--- config.mk ---
export PLATFORM = sky130hd
export DESIGN_NAME = glyph_plotter
export DESIGN_NICKNAME = d
export VERILOG_FILES = /design/src/rtl/draw_pkg.sv /design/src/rtl/glyph_plotter_rom.sv /design/src/rtl/glyph_plotter.sv
export SDC_FILE = /design/constraint.sdc
export NUM_CORES = 1
export LEC_CHECK = 0
export ABC_AREA = 1
export CELL_PAD_IN_SITES_DETAIL_PLACEMENT = 1
export CELL_PAD_IN_SITES_GLOBAL_PLACEMENT = 2
export CORE_AREA = 2 2 85 104
export CTS_CLUSTER_SIZE = 40
export DETAILED_ROUTE_END_ITERATION = 16
export DIE_AREA = 0 0 87 106
export PLACE_DENSITY = 0.82
export SLEW_MARGIN = 20
export SYNTH_ARGS = -nofsm -noshare
export SYNTH_HDL_FRONTEND = slang
export SYNTH_SLANG_ARGS = --single-unit
--- constraint.sdc ---
create_clock -name clk -period 4.35 [get_ports clk]
set_input_delay 0.87 -clock clk [delete_from_list [all_inputs] [get_ports clk]]
set_output_delay 0.87 -clock clk [all_outputs]
set_load 0.02 [all_outputs]
--- src/rtl/draw_pkg.sv ---
// Shared drawing definitions: screen limits, palette, plotter FSM states and
// the 16x16 bitmaps used by the glyph ROM.
package draw_pkg;

  localparam int SCREEN_W = 160;
  localparam int SCREEN_H = 120;

  localparam logic [2:0] BLACK   = 3'b000;
  localparam logic [2:0] BLUE    = 3'b001;
  localparam logic [2:0] GREEN   = 3'b010;
  localparam logic [2:0] CYAN    = 3'b011;
  localparam logic [2:0] RED     = 3'b100;
  localparam logic [2:0] MAGENTA = 3'b101;
  localparam logic [2:0] YELLOW  = 3'b110;
  localparam logic [2:0] WHITE   = 3'b111;

  typedef enum logic [1:0] {
    IDLE,
    SCAN,
    FINISH
  } plot_state_e;

  localparam int GLYPH_ROWS = 16;
  typedef logic [15:0] glyph_row_t;

  // Right-pointing arrow; MSB is the leftmost pixel of each row.
  localparam glyph_row_t ARROW_BITMAP [GLYPH_ROWS] = '{
    16'h0000, 16'h0100, 16'h0180, 16'h01C0,
    16'h01E0, 16'hFFF0, 16'hFFF8, 16'hFFFC,
    16'hFFFC, 16'hFFF8, 16'hFFF0, 16'h01E0,
    16'h01C0, 16'h0180, 16'h0100, 16'h0000
  };

  // Plus-shaped cross with 4-pixel-wide bars through the centre.
  localparam glyph_row_t CROSS_BITMAP [GLYPH_ROWS] = '{
    16'h03C0, 16'h03C0, 16'h03C0, 16'h03C0,
    16'h03C0, 16'h03C0, 16'hFFFF, 16'hFFFF,
    16'hFFFF, 16'hFFFF, 16'h03C0, 16'h03C0,
    16'h03C0, 16'h03C0, 16'h03C0, 16'h03C0
  };

  function automatic glyph_row_t bitmap_row(input int sel, input int r);
    glyph_row_t w;
    w = '0;
    if (r >= 0 && r < GLYPH_ROWS) begin
      case (sel)
        2:       w = ARROW_BITMAP[r[3:0]];
        3:       w = CROSS_BITMAP[r[3:0]];
        default: w = '0;
      endcase
    end
    return w;
  endfunction

endpackage

--- src/rtl/glyph_plotter_rom.sv ---
// Combinational glyph ROM: (glyph_sel, row) -> GLYPH_W-bit row word, MSB leftmost.
// Glyph 0 solid, 1 empty, 2 arrow, 3 cross; out-of-range selections read as empty.
module glyph_rom
  import draw_pkg::*;
#(
  parameter int GLYPH_W    = 16,
  parameter int NUM_GLYPHS = 4,
  parameter int SEL_W      = 2,
  parameter int ROW_W      = 4
) (
  input  logic [SEL_W-1:0]   glyph_sel,
  input  logic [ROW_W-1:0]   row,
  output logic [GLYPH_W-1:0] row_word
);

  always_comb begin
    // NOTE: assigning a default before any branch keeps always_comb free of inferred latches.
    row_word = '0;
    if (int'(glyph_sel) < NUM_GLYPHS) begin
      case (int'(glyph_sel))
        0:       row_word = '1;
        2, 3:    row_word = GLYPH_W'(bitmap_row(int'(glyph_sel), int'(row)));
        default: row_word = '0;
      endcase
    end
  end

endmodule

--- src/rtl/glyph_plotter.sv ---
// Glyph plotter: on start, scans a ROM glyph row-major and emits one VGA write per cycle.
// Optional screen clipping is enabled by defining GLYPH_PLOTTER_CLIP_EN.
module glyph_plotter
  import draw_pkg::*;
#(
  parameter int GLYPH_W    = 16,
  parameter int GLYPH_H    = 16,
  parameter int NUM_GLYPHS = 4,
  parameter int X_W        = 8,
  parameter int Y_W        = 7,
  parameter int COLOUR_W   = 3,
  localparam int SEL_W     = (NUM_GLYPHS > 1) ? $clog2(NUM_GLYPHS) : 1
) (
  input  logic                clk,
  input  logic                reset_n,
  input  logic                start,
  input  logic [SEL_W-1:0]    glyph_sel,
  input  logic [X_W-1:0]      x,
  input  logic [Y_W-1:0]      y,
  input  logic [COLOUR_W-1:0] colour_in,
  input  logic                erase,
  output logic [X_W-1:0]      xout,
  output logic [Y_W-1:0]      yout,
  output logic [COLOUR_W-1:0] colour,
  output logic                plot,
  output logic                busy,
  output logic                done
);

  localparam int COL_W = (GLYPH_W > 1) ? $clog2(GLYPH_W) : 1;
  localparam int ROW_W = (GLYPH_H > 1) ? $clog2(GLYPH_H) : 1;
  localparam logic [COL_W-1:0] LAST_COL = COL_W'(GLYPH_W - 1);
  localparam logic [ROW_W-1:0] LAST_ROW = ROW_W'(GLYPH_H - 1);

  plot_state_e         state, state_next;
  logic [SEL_W-1:0]    sel_lat;
  logic [X_W-1:0]      x_lat;
  logic [Y_W-1:0]      y_lat;
  logic [COLOUR_W-1:0] colour_lat;
  logic                erase_lat;
  logic [COL_W-1:0]    col;
  logic [ROW_W-1:0]    row;
  logic [GLYPH_W-1:0]  row_word;
  logic                pix_bit;
  logic                on_screen;
  logic                last_pixel;
  logic [X_W-1:0]      x_pix;
  logic [Y_W-1:0]      y_pix;

  glyph_rom #(
    .GLYPH_W   (GLYPH_W),
    .NUM_GLYPHS(NUM_GLYPHS),
    .SEL_W     (SEL_W),
    .ROW_W     (ROW_W)
  ) u_rom (
    .glyph_sel(sel_lat),
    .row      (row),
    .row_word (row_word)
  );

  assign pix_bit    = row_word[LAST_COL - col];
  assign last_pixel = (col == LAST_COL) && (row == LAST_ROW);
  assign x_pix      = x_lat + X_W'(col);
  assign y_pix      = y_lat + Y_W'(row);

`ifdef GLYPH_PLOTTER_CLIP_EN
  // One bit wider so a sum past the coordinate range is still seen as off-screen.
  logic [X_W:0] sum_x;
  logic [Y_W:0] sum_y;
  assign sum_x     = {1'b0, x_lat} + (X_W + 1)'(col);
  assign sum_y     = {1'b0, y_lat} + (Y_W + 1)'(row);
  assign on_screen = (sum_x < (X_W + 1)'(SCREEN_W)) && (sum_y < (Y_W + 1)'(SCREEN_H));
`else
  assign on_screen = 1'b1;
`endif

  always_ff @(posedge clk or negedge reset_n) begin
    if (!reset_n) state <= IDLE;
    // NOTE: sequential state uses non-blocking assignment so every flop samples pre-edge values.
    else          state <= state_next;
  end

  always_comb begin
    state_next = state;
    unique case (state)
      IDLE:    if (start) state_next = SCAN;
      SCAN:    if (last_pixel) state_next = FINISH;
      FINISH:  state_next = IDLE;
      default: state_next = IDLE;
    endcase
  end

  always_ff @(posedge clk or negedge reset_n) begin
    if (!reset_n) begin
      sel_lat    <= '0;
      x_lat      <= '0;
      y_lat      <= '0;
      colour_lat <= '0;
      erase_lat  <= 1'b0;
      col        <= '0;
      row        <= '0;
      xout       <= '0;
      yout       <= '0;
      colour     <= '0;
      plot       <= 1'b0;
      busy       <= 1'b0;
      done       <= 1'b0;
    end else begin
      plot <= 1'b0;
      done <= 1'b0;
      unique case (state)
        IDLE: begin
          if (start) begin
            sel_lat    <= glyph_sel;
            x_lat      <= x;
            y_lat      <= y;
            colour_lat <= colour_in;
            erase_lat  <= erase;
            col        <= '0;
            row        <= '0;
            busy       <= 1'b1;
          end
        end
        SCAN: begin
          xout   <= x_pix;
          yout   <= y_pix;
          colour <= erase_lat ? COLOUR_W'(BLACK) : colour_lat;
          plot   <= pix_bit & on_screen;
          if (col == LAST_COL) begin
            col <= '0;
            row <= row + ROW_W'(1);
          end else begin
            col <= col + COL_W'(1);
          end
        end
        FINISH: begin
          done <= 1'b1;
          busy <= 1'b0;
        end
        default: ;
      endcase
    end
  end

endmodule

==> metrics.md <==
| Metric | Value |
|---|---|
| Outcome | `finished clean` |
| Sequential cell area fraction in the yosys report | `roughly 48%` |
| Switching Fraction | `39.4%` |
| Rel. slew slack | `43.7%` |
| Clock sink total | `52` |
| Initial DRC Count | `between 70 and 80` |
| Post-Syn Area | `roughly 2700 um^2` |
| Crit-path max FO | `29` |
| Root buffer cell | `clkbuf_8` |
| Max clock buf depth | `2` |
| Area grow syn2layout | `20.9%` |
| Routed Wire Length | `6.61 mm` |
| Combinational share of power | `between 40% and 50%` |
| Post-synthesis cell count | `333` |
| Final Hold Violating Endpoints | `0` |
| First-pass GRT wire length | `~12 mm` |
| Post-CTS setup buffer count | `0` |
| Routed len/inst | `about 14 um` |
| Post-route ant nets | `0` |
| Total die area | `9220 um^2` |
| Core area | `8290 um^2` |
| Max incr delay on CP | `0.73 ns` |
| Fillers | `about 1000` |
| Clk_skew | `0.00705 ns` |
| Number of global-route vias before repair | `2518` |
| Psw | `0.661 mW` |
| Post-synth net total | `373` |
| GRT busiest layer | `met2` |
| Total gr overflow | `0` |
| Minimum clock period | `2.37 ns` |
| Global Route met3 Usage | `3.03%` |
| Largest net degree at the start of global routing | `34` |
| ANT cells | `0` |
| Syn avg cell area | `between 8 and 9 um^2` |
| Clock power frac | `17.8%` |
| Worst-path cell chain | `clkdlybuf4s50_1, nand2_2, inv_1, o21ai_0` |
| Total power | `between 1.5 and 2 mW` |
| Max Fclk | `421 MHz` |
| Crit path launch type | `input port` |
| Crit path required time | `between 4 and 5 ns` |
| CTS buffer count | `5` |
| Port Buffer Count | `44` |
| Slew @ Worst Pin | `around 0.84 ns` |
| Resized cells post-CTS | `0` |
| Post-synth EDFFs | `0` |
| Die height | `approximately 110 um` |
| Nets | `413` |
| Dpl hpwl | `between 4 and 5 mm` |
| Leakage Power | `1.62 nW` |
| Top delay family on crit path | `buffers and inverters` |
| Crit Path Class | `in2reg` |
| Max Slew Vio Count | `0` |
| CP max stage cell | `inv_1` |
| Main flop type after synthesis | `dfrtp_1` |
| TritonCTS clock tree | `yes` |
| Initial Util | `about a third` |
| Die span in x | `87 um` |
| Max-cap violation count | `0` |
| Residual DRC count | `0` |
| Placer Congestion | `0.773` |
| Initial antenna violation count | `0` |
| PwrDens | `507 nW/um^2` |
| Peak VDD IR | `167 uV` |
| CP Data Arrival Time | `about 2.5 ns` |
| Final setup vio count | `0` |
| Hold slack | `approximately 0.47 ns` |
| Internal power | `slightly above 1 mW` |
| Reg clk slew, reported paths | `0.10 ns` |
| Routing usage on met2 | `28.6%` |
| Proportion of layout cells with a drive suffix above 1 | `5.61%` |
| Synthesis Warnings | `0` |
| Synth cell types | `27` |
| IO Pins | `45` |
| # hold bufs at CTS | `0` |
| Worst Hold Class | `reg2reg` |
| Ys async rst share | `100%` |
| Vias post-DR | `between 2000 and 2500` |
| Seq pwr share | `a little over two fifths` |
| Vias per cell | `4.82` |
| GRT Overall Usage | `16.4%` |
| Flops & latches, synth | `52` |
| Drt first pass iters | `4` |
| Crit end category | `register` |
| FP Rows | `37` |
| RSZ-0062 raised after global routing | `false` |
| Clk_lat worst skew | `0.32 ns` |
| Total Neg Setup Slack | `0 ns` |
| Final period util | `between 50% and 60%` |
| CP bufs+invs | `2` |
| CTS H-tree depth | `2` |
| GRT met1 Usage | `20.0%` |
## stage by stage
stage               setup slack [ns]  cell area (um^2)  std cells  util (%)
floorplan                       2.74              2740        333         -
global placement                1.68              3220        463      38.8
detailed placement              1.59              3220        463      38.8
CTS                             1.93              3310        471      40.0
global route                    1.75              3310        471      40.0
finish                          1.98              3310        471      40.0
## power by group through the flow
stage	Clock (mW)	Combinational [mW]	Sequential (mW)
after floorplan	0	0.382	0.752
after global placement	0	0.667	0.717
after detailed placement	0	0.681	0.721
after CTS	0.312	0.685	0.712
after global routing	0.327	0.764	0.731
final	0.298	0.671	0.709
## path summary, 6_finish.rpt
kind | from | end | slack, ns | depth (start not counted)
min in group asynchronous | reset_n | y_lat[0] | 0.49 | 1
worst min register to register | state[0] | done | 0.47 | 1
worst max-delay path | start | sel_lat[0] | 1.98 | 4
worst min-delay path | state[0] | done | 0.47 | 1
worst max register to register | state[1] | xout[2] | 2.28 | 5
max in group asynchronous | reset_n | plot | 3.05 | 2
## logic make-up after synthesis
family / count (synthesis) / share of synthesized area, %
adders and majority gates: 16 / 7.86
xor gates and xnor gates: 5 / 1.60
DFF: 52 / 47.5
AOI/OAI and AO/OA: 42 / 8.36
and+or+nand+nor: 171 / 26.7
buffers and inverters: 47 / 7.91
## registers in the layout, indices dropped and copies added (netlist names)
signal and cells:
plot 1, xout 8, x_lat 8, colour_lat 3
col 4, y_lat 7, sel_lat 2, done 1
state 2, row 4, yout 7, colour 3
erase_lat 1, busy 1
## area by class of cell
type | instances | area (um^2) | area share [%]
inverter | 35 | 131 | 3.97
tap | 97 | 121 | 3.67
sequential | 52 | 1300 | 39.3
multi-input combinational | 234 | 1220 | 36.8
clock buffer | 7 | 86.3 | 2.61
clock inverter | 1 | 7.51 | 0.227
timing repair buffer | 45 | 443 | 13.4
## metal layers
layer	up-vias	share of wire [%]	wire length (um)
li1	1130	-	-
met1	1108	44	2890
met2	28	52	3420
met3	6	2.7	179
met4	0	1.7	115
met5	-	0	0
## cells in the final DEF, fill, tap and decap left out
master / instances
clkbuf_8: 6
nor3_1: 2
inv_2: 3
clkinvlp_4: 1
buf_2: 1
nor2_1: 12
o22ai_1: 1
nand3_2: 1
ha_1: 14
nand2_4: 2
a31oi_1: 2
o21ai_2: 1
xnor2_1: 1
a21oi_4: 1
clkdlybuf4s50_1: 43
dfrtp_1: 52
o21ai_1: 4
o21ai_0: 24
fa_1: 2
buf_4: 1
nor2_4: 2
xor2_1: 4
nand2_2: 2
a21oi_1: 9
nand3_1: 27
inv_1: 32
nand2_1: 119
clkbuf_1: 1
nand3b_1: 2
nand4_1: 2
## synth_stat cells, types with 3 or more instances
| cell type | instances | area [um^2] |
|---|---|---|
| nand3_1 | 27 | 135 |
| ha_1 | 14 | 175 |
| nand2_1 | 119 | 447 |
| o21ai_0 | 24 | 120 |
| xor2_1 | 4 | 35.0 |
| nor2_1 | 12 | 45.0 |
| buf_2 | 5 | 25.0 |
| buf_4 | 5 | 37.5 |
| inv_2 | 3 | 11.3 |
| a21oi_1 | 9 | 45.0 |
| dfrtp_1 | 52 | 1300 |
| o21ai_1 | 4 | 20.0 |
| inv_1 | 32 | 120 |
Note: power is estimated with default switching activity, not from simulation.
